--- src/rtl/sha1_rx_pkg.sv ---
// Shared constants, state encoding and block payload type for the SHA-1 receive-side block sequencer.
package sha1_rx_pkg;

   localparam int unsigned BLK_W     = 512;
   localparam int unsigned BLK_BYTES = 64;
   localparam int unsigned LEN_SLOT  = 56;
   localparam int unsigned IDX_W     = 7;
   localparam logic [7:0]  PAD_BYTE  = 8'h80;

   // FSM encoding kept as plain constants for compatibility with existing tooling
   localparam logic [2:0] S_IDLE    = 3'd0;
   localparam logic [2:0] S_COLLECT = 3'd1;
   localparam logic [2:0] S_SEND    = 3'd2;
   localparam logic [2:0] S_PAD     = 3'd3;
   localparam logic [2:0] S_SEND_P1 = 3'd4;
   localparam logic [2:0] S_SEND_P2 = 3'd5;

   // Block payload presented to the hash core
   typedef struct packed {
      logic [BLK_W-1:0] data;
      logic             first;
      logic             last;
   } blk_t;

   // Insert byte b at big-endian slot idx (slot 0 occupies the top byte)
   function automatic logic [BLK_W-1:0] put_byte(input logic [BLK_W-1:0] blk,
                                                  input logic [5:0]       idx,
                                                  input logic [7:0]       b);
      logic [BLK_W-1:0] r;
      r = blk;
      for (int i = 0; i < int'(BLK_BYTES); i++) begin
         if (idx == 6'(i)) r[int'(BLK_W) - 1 - 8*i -: 8] = b;
      end
      return r;
   endfunction

endpackage

--- src/rtl/sha1_rx_idle_timer.sv ---
// Idle timer: counts enabled cycles since the last clear and strobes expire_c
// on the cycle the count reaches IDLE_TIMEOUT-1. A clear in the same cycle wins.
// Ports:
//   clk, rst_n  clock / async active-low reset
//   clr         restart count from zero (a byte was taken this cycle)
//   en          timer active (message being collected)
//   expire_c    combinational one-cycle expiry strobe
module sha1_rx_idle_timer #(
   parameter int unsigned IDLE_TIMEOUT = 100000
) (
   input  logic clk,
   input  logic rst_n,
   input  logic clr,
   input  logic en,
   output logic expire_c
);

   localparam int unsigned      TMR_W = (IDLE_TIMEOUT > 1) ? $clog2(IDLE_TIMEOUT) : 1;
   localparam logic [TMR_W-1:0] LAST  = TMR_W'(IDLE_TIMEOUT - 1);

   logic [TMR_W-1:0] cnt_q;

   // Count idle cycles; parks at LAST since the FSM leaves collection on expiry
   always_ff @(posedge clk or negedge rst_n) begin
      if (!rst_n) begin
         cnt_q <= '0;
      end else if (clr || !en) begin
         cnt_q <= '0;
      end else if (cnt_q != LAST) begin
         cnt_q <= cnt_q + TMR_W'(1);
      end
   end

   assign expire_c = en && !clr && (cnt_q == LAST);

endmodule

--- src/rtl/sha1_rx_block_ctrl.sv ---
// Packs UART RX bytes big-endian into 512-bit SHA-1 blocks, closes a message on
// idle timeout, appends SHA-1 padding plus the 64-bit bit length, and hands the
// blocks to the hash core over a valid/ready handshake.
// Optional feature: define SHA1_RX_EOM_CHAR_EN to make EOM_CHAR a message
// terminator (not stored) instead of ordinary data.
// Ports:
//   clk, rst_n    clock / async active-low reset
//   rx_done_tick  one-cycle strobe, rx_byte valid
//   rx_byte       received byte
//   blk_valid     block outputs valid; held until accepted
//   blk_ready     core accepts block when blk_valid && blk_ready
//   blk_data      512-bit block, first byte in [511:504]
//   blk_first     block is the first of its message
//   blk_last      block is the final padded block of its message
//   busy          controller not idle
//   overrun       sticky byte-dropped flag, cleared by reset only
module sha1_rx_block_ctrl
   import sha1_rx_pkg::*;
#(
   parameter int unsigned IDLE_TIMEOUT = 100000,
   parameter int unsigned CNT_W        = 32,
   parameter logic [7:0]  EOM_CHAR     = 8'h0A
) (
   input  logic             clk,
   input  logic             rst_n,
   input  logic             rx_done_tick,
   input  logic [7:0]       rx_byte,
   output logic             blk_valid,
   input  logic             blk_ready,
   output logic [BLK_W-1:0] blk_data,
   output logic             blk_first,
   output logic             blk_last,
   output logic             busy,
   output logic             overrun
);

`ifdef SHA1_RX_EOM_CHAR_EN
   localparam logic EOM_EN = 1'b1;
`else
   localparam logic EOM_EN = 1'b0;
`endif

   localparam logic [CNT_W-1:0] CNT_MAX = '1;

   logic [2:0]       state_q, state_d;
   blk_t             blk_q, blk_d;
   logic             valid_q, valid_d;
   logic [IDX_W-1:0] idx_q, idx_d;
   logic [CNT_W-1:0] cnt_q, cnt_d;
   logic             first_pend_q, first_pend_d;
   logic             hold_vld_q, hold_vld_d;
   logic [7:0]       hold_byte_q, hold_byte_d;
   logic             overrun_q, overrun_d;
   logic             busy_q;

   logic             take_src_c;
   logic             src_vld_c;
   logic [7:0]       src_byte_c;
   logic             eom_hit_c;
   logic             accept_c;
   logic [63:0]      len_c;
   logic             tmr_en_c;
   logic             tmr_expire_c;

   // The held byte is always older than a same-cycle tick, so it is consumed first
   assign take_src_c = (state_q == S_IDLE) || (state_q == S_COLLECT);
   assign src_vld_c  = take_src_c && (hold_vld_q || rx_done_tick);
   assign src_byte_c = hold_vld_q ? hold_byte_q : rx_byte;
   assign eom_hit_c  = EOM_EN && (src_byte_c == EOM_CHAR);
   assign accept_c   = valid_q && blk_ready;
   assign len_c      = 64'({cnt_q, 3'b000});
   assign tmr_en_c   = (state_q == S_COLLECT);

   sha1_rx_idle_timer #(
      .IDLE_TIMEOUT (IDLE_TIMEOUT)
   ) u_idle_timer (
      .clk      (clk),
      .rst_n    (rst_n),
      .clr      (src_vld_c),
      .en       (tmr_en_c),
      .expire_c (tmr_expire_c)
   );

   // Next-state and datapath update
   always_comb begin
      state_d      = state_q;
      blk_d        = blk_q;
      valid_d      = valid_q;
      idx_d        = idx_q;
      cnt_d        = cnt_q;
      first_pend_d = first_pend_q;
      hold_vld_d   = hold_vld_q;
      hold_byte_d  = hold_byte_q;
      overrun_d    = overrun_q;

      case (state_q)
         S_IDLE, S_COLLECT: begin
            // Hold drains this cycle; a concurrent tick refills it
            if (hold_vld_q) begin
               hold_vld_d  = rx_done_tick;
               hold_byte_d = rx_byte;
            end
            if (src_vld_c) begin
               if (eom_hit_c) begin
                  state_d = S_PAD;
               end else if (cnt_q == CNT_MAX) begin
                  overrun_d = 1'b1;
               end else begin
                  blk_d.data = put_byte(blk_q.data, idx_q[5:0], src_byte_c);
                  idx_d      = idx_q + IDX_W'(1);
                  cnt_d      = cnt_q + CNT_W'(1);
                  state_d    = S_COLLECT;
                  if (idx_q == IDX_W'(BLK_BYTES - 1)) begin
                     state_d     = S_SEND;
                     valid_d     = 1'b1;
                     blk_d.first = first_pend_q;
                     blk_d.last  = 1'b0;
                  end
               end
            end else if (tmr_expire_c) begin
               state_d = S_PAD;
            end
         end

         S_SEND: begin
            if (accept_c) begin
               valid_d      = 1'b0;
               blk_d        = '0;
               idx_d        = '0;
               first_pend_d = 1'b0;
               state_d      = S_COLLECT;
            end
         end

         // Terminator byte, then length here if it fits, else in an extra block
         S_PAD: begin
            blk_d.data  = put_byte(blk_q.data, idx_q[5:0], PAD_BYTE);
            blk_d.first = first_pend_q;
            valid_d     = 1'b1;
            if (idx_q < IDX_W'(LEN_SLOT)) begin
               blk_d.data[63:0] = len_c;
               blk_d.last       = 1'b1;
               state_d          = S_SEND_P2;
            end else begin
               blk_d.last = 1'b0;
               state_d    = S_SEND_P1;
            end
         end

         S_SEND_P1: begin
            if (accept_c) begin
               blk_d.data       = '0;
               blk_d.data[63:0] = len_c;
               blk_d.first      = 1'b0;
               blk_d.last       = 1'b1;
               first_pend_d     = 1'b0;
               state_d          = S_SEND_P2;
            end
         end

         S_SEND_P2: begin
            if (accept_c) begin
               valid_d      = 1'b0;
               blk_d        = '0;
               idx_d        = '0;
               cnt_d        = '0;
               first_pend_d = 1'b1;
               state_d      = hold_vld_q ? S_COLLECT : S_IDLE;
            end
         end

         default: begin
            state_d = S_IDLE;
         end
      endcase

      // Bytes arriving while a block is pending go to the one-deep hold
      if (!take_src_c && rx_done_tick) begin
         if (hold_vld_q) begin
            overrun_d = 1'b1;
         end else begin
            hold_vld_d  = 1'b1;
            hold_byte_d = rx_byte;
         end
      end
   end

   // State and datapath registers
   always_ff @(posedge clk or negedge rst_n) begin
      if (!rst_n) begin
         state_q      <= S_IDLE;
         blk_q        <= '0;
         valid_q      <= 1'b0;
         idx_q        <= '0;
         cnt_q        <= '0;
         first_pend_q <= 1'b1;
         hold_vld_q   <= 1'b0;
         hold_byte_q  <= '0;
         overrun_q    <= 1'b0;
         busy_q       <= 1'b0;
      end else begin
         state_q      <= state_d;
         blk_q        <= blk_d;
         valid_q      <= valid_d;
         idx_q        <= idx_d;
         cnt_q        <= cnt_d;
         first_pend_q <= first_pend_d;
         hold_vld_q   <= hold_vld_d;
         hold_byte_q  <= hold_byte_d;
         overrun_q    <= overrun_d;
         busy_q       <= (state_d != S_IDLE);
      end
   end

   assign blk_valid = valid_q;
   assign blk_data  = blk_q.data;
   assign blk_first = blk_q.first;
   assign blk_last  = blk_q.last;
   assign busy      = busy_q;
   assign overrun   = overrun_q;

endmodule

--- config.mk ---
export PLATFORM = sky130hd
export DESIGN_NAME = sha1_rx_block_ctrl
export DESIGN_NICKNAME = d
export VERILOG_FILES = /design/src/rtl/sha1_rx_pkg.sv /design/src/rtl/sha1_rx_idle_timer.sv /design/src/rtl/sha1_rx_block_ctrl.sv
export SDC_FILE = /design/constraint.sdc
export NUM_CORES = 1
export LEC_CHECK = 0
export ABC_CLOCK_PERIOD_IN_PS = 2500
export CAP_MARGIN = 20
export CORE_MARGIN = 2
export CORE_UTILIZATION = 46
export CTS_CLUSTER_SIZE = 14
export DETAILED_ROUTE_END_ITERATION = 12
export GPL_ROUTABILITY_DRIVEN = 0
export PLACE_DENSITY = 0.85
export SKIP_CTS_REPAIR_TIMING = 1
export SYNTH_ARGS = -nofsm -noshare
export SYNTH_HDL_FRONTEND = slang
export SYNTH_SLANG_ARGS = --single-unit
--- constraint.sdc ---
create_clock -name clk -period 2.5 [get_ports clk]
set_input_delay 0.5 -clock clk [delete_from_list [all_inputs] [get_ports clk]]
set_output_delay 0.5 -clock clk [all_outputs]
set_load 0.03 [all_outputs]
==> flow_metrics.tcl <==
set metrics [dict create \
    yosysTopAreaCellShare_pct 58.26 \
    arrival_ns 2.96 \
    finalCritPeriodShare_pct 98.76 \
    max_cap_viol_count 0 \
    clock-sinks 586 \
    fin_util_pct 65.72 \
    max_freq_mhz 405.0 \
    area_delta_synth_final_pct 41.02 \
    synth-edff-count 0 \
    crit_slowest_cell "or4_4" \
    grt_max_degree 85 \
    use_met3_pct 7.444 \
    antenna_found_initial 1 \
    yosysTopAreaCell "dfrtp_1" \
    ys_ff_latch 586 \
    final_nets 2535 \
    setup_slack_ns 0.03112 \
    gr-total-overflow 0 \
    hold_class "in -> async" \
    grt_pass1_wl_mm 123.5 \
    peakVddDrop_mv 0.9913 \
    leakagePower_nw 16.01 \
    ioPinCount 529 \
    path_cells "nand4_1, or4_4, nor4_4, buf_6, buf_12, clkbuf_16, nor3_4, buf_12, mux2_1" \
    crit_path_start "cnt_q[12]" \
    syn_area_mm2 0.02513 \
    reg2reg_setup_slack_ns 0.03 \
    crit_path_frequent_cell "buf_12" \
    worst_ep_required_time_ns 2.99 \
    seq_area_frac_synth_pct 58.36 \
    synthCells 1839 \
    setup_tns_ns 0 \
    clk_latency_ns 0.62 \
    hpwlAfterDp_mm 55.26 \
    cp-end-kind "register" \
    path_clk_slew_ns 0.07 \
    finalHoldViolCount 0 \
    gr-usage-all-layers_pct 28.93 \
    io_buffers 528 \
    synth_nets 1857 \
    crit_type "reg -> reg" \
    cts_tree "done" \
    fp.dieW_um 237.7 \
    min_period_ns 2.469 \
    die_y_um 237.7 \
    diodes 0 \
    initial_core_util_pct 46.60 \
    slew_headroom_pct 48.01 \
    synth_cell_types 58 \
    skew_ns 0.03278 \
    num_rows 85 \
    cp-start-kind "register" \
    yosys-top-cells-area "dfrtp_1, mux2_1, mux2_2" \
    cts_buffers 60 \
    use_met1_pct 35.34 \
    setup_violations 0 \
    drc_errors 0 \
    yosys_warnings 0 \
    via_per_inst 5.644 \
    dr.first_iter.drc_count 1560 \
    rsz0062_at_grt "yes" \
    total_power_mw 39.22 \
    synth.avg_cell_area_um2 13.66 \
    worst-path-max-fanout 8 \
    drive_above_1_share_pct 25.80 \
    power.density_mw_per_mm2 1107 \
    die_area_mm2 0.05651 \
    timing.hold.ws_ns 0.4344 \
    via_count 18410 \
    synth_ff_type "dfrtp_1" \
    met2_usage_pct 48.47 \
    crit-reg2reg-launch "cnt_q[12]" \
    cts_max_path_buffers 3 \
    async_reset_ff_share_pct 100.0 \
    outcome "finished clean" \
    core_area_mm2 0.05392 \
    totalWireLength_mm 82.89 \
    worst_slew_pin_slew_ns 0.7717 \
    critPathMaxStageDelay_ns 0.58 \
    cts_root_buf "clkbuf_16" \
    route.antenna.remaining_nets 0 \
    grt_pass1_vias 19550 \
    final_max_slew_viol_count 0 \
    dr.pass1.iters 5 \
    wl_per_cell_um 25.41 \
    pre_cts_slack_ns -0.2700 \
    cts_htree_levels 2 \
    grt_busiest_layer "met2" \
]
kinds of logic (layout without fill, tap and decap cells):
group                      Yosys count  count (layout)  share of synthesized area [%]
and+or+nand+nor                    430             430                          10.41
AOI/OAI and AO/OA                  124             124                          3.008
xor gates and xnor gates            12              12                         0.4183
buffers and inverters              143             870                          2.430
adders and majority gates            6               6                         0.2987
DFF                                586             586                          58.36
muxes                              538             538                          25.08
cells in the mapped netlist (9+ instances only):
cell and instances:
dfrtp_1 585, mux2_1 240, mux2_2 173, nor2_1 166, clkbuf_1 90, mux2_4 80
a21oi_1 54, nand2_1 48, mux2i_1 45, nand3_1 39, inv_1 38, nor3_2 34
nor3_4 31, o21ai_0 22, nor3_1 15, or4_1 15, nand4_1 13, or3_1 13
o31ai_1 12, buf_2 9, nand3b_1 9, xnor2_1 9
worst max-delay path: cells and delay by family (launching register included):
family	cells	cell delay, ns
simple gates	4	0.98
flops	1	0.35
mux	1	0.33
buf+inv	4	0.68
flip-flops by register name, summed over array words and instances, names as in the netlist:
| register | cells |
|---|---|
| blk_first | 1 |
| hold_byte_q | 8 |
| blk_last | 1 |
| state_q | 3 |
| blk_data | 512 |
| busy | 1 |
| idx_q | 7 |
| u_idle_timer.cnt_q | 17 |
| first_pend_q | 1 |
| hold_vld_q | 1 |
| blk_valid | 1 |
| overrun | 1 |
| cnt_q | 32 |
power by group:
| group | total [mW] | leakage (nW) | switching [mW] | internal (mW) |
|---|---|---|---|---|
| clock network | 9.19 | 1.01 | 3.90 | 5.29 |
| registers | 13.8 | 7.73 | 1.73 | 12.1 |
| logic | 16.2 | 7.27 | 9.31 | 6.87 |
| total | 39.2 | 16.0 | 14.9 | 24.3 |
cell usage in the layout (no fill, tap or decap), types with 6 or more instances in the layout:
master | synthesis | layout
o31ai_1 | 12 | 12
and3_1 | 8 | 7
nand3_1 | 39 | 39
inv_1 | 38 | 38
or3_1 | 13 | 13
nand3b_1 | 9 | 9
buf_6 | 1 | 7
inv_6 | 0 | 7
dfrtp_1 | 585 | 582
clkbuf_1 | 90 | 7
clkbuf_8 | 0 | 17
buf_12 | 2 | 64
o211ai_1 | 8 | 8
mux2i_1 | 45 | 45
mux2_4 | 80 | 94
mux2_2 | 173 | 175
clkdlybuf4s50_1 | 0 | 527
nor2_4 | 0 | 7
ha_1 | 6 | 6
mux2_1 | 240 | 224
nand4_1 | 13 | 13
nand2b_1 | 8 | 7
a21oi_1 | 54 | 54
nor3_2 | 34 | 25
buf_4 | 0 | 116
nor3_1 | 15 | 15
o21ai_0 | 22 | 21
clkbuf_16 | 0 | 66
xnor2_1 | 9 | 9
nor4_1 | 7 | 7
nor3_4 | 31 | 40
or4_1 | 15 | 14
nor2_1 | 166 | 159
nand2_1 | 48 | 47
clkinv_2 | 0 | 13
through the flow:
step	instance area [um^2]	std cells
floorplan	25170	1839
global placement	33130	3143
detailed placement	33130	3143
CTS	35160	3254
global route	35440	3262
finish	35440	3262
worst paths after layout:
check	endpoint	depth (start not counted)
worst max-delay path	blk_data[293]	9
worst min-delay path	blk_data[81]	2
worst max register to register	blk_data[293]	9
worst min register to register	blk_data[127]	1
max in group asynchronous	blk_data[509]	3
min in group clk	blk_data[127]	1
layout make-up:
type                            count  area (um^2)
Tap cell                          696        870.8
Sequential cell                   586        14670
Clock inverter                     26        239.0
Timing Repair Buffer              721         7656
Clock buffer                       85         1787
Fill cell                        3621        18480
Inverter                           38        142.6
Multi-Input combinational cell   1110        10070
per-layer routing:
metal / vias to the layer above / wire length, um
met4: 0 / 3399
li1: 7859 / -
met3: 194 / 6658
met5: - / 0
met2: 852 / 41090
met1: 9506 / 31750
Note: power is estimated with default switching activity, not from simulation.
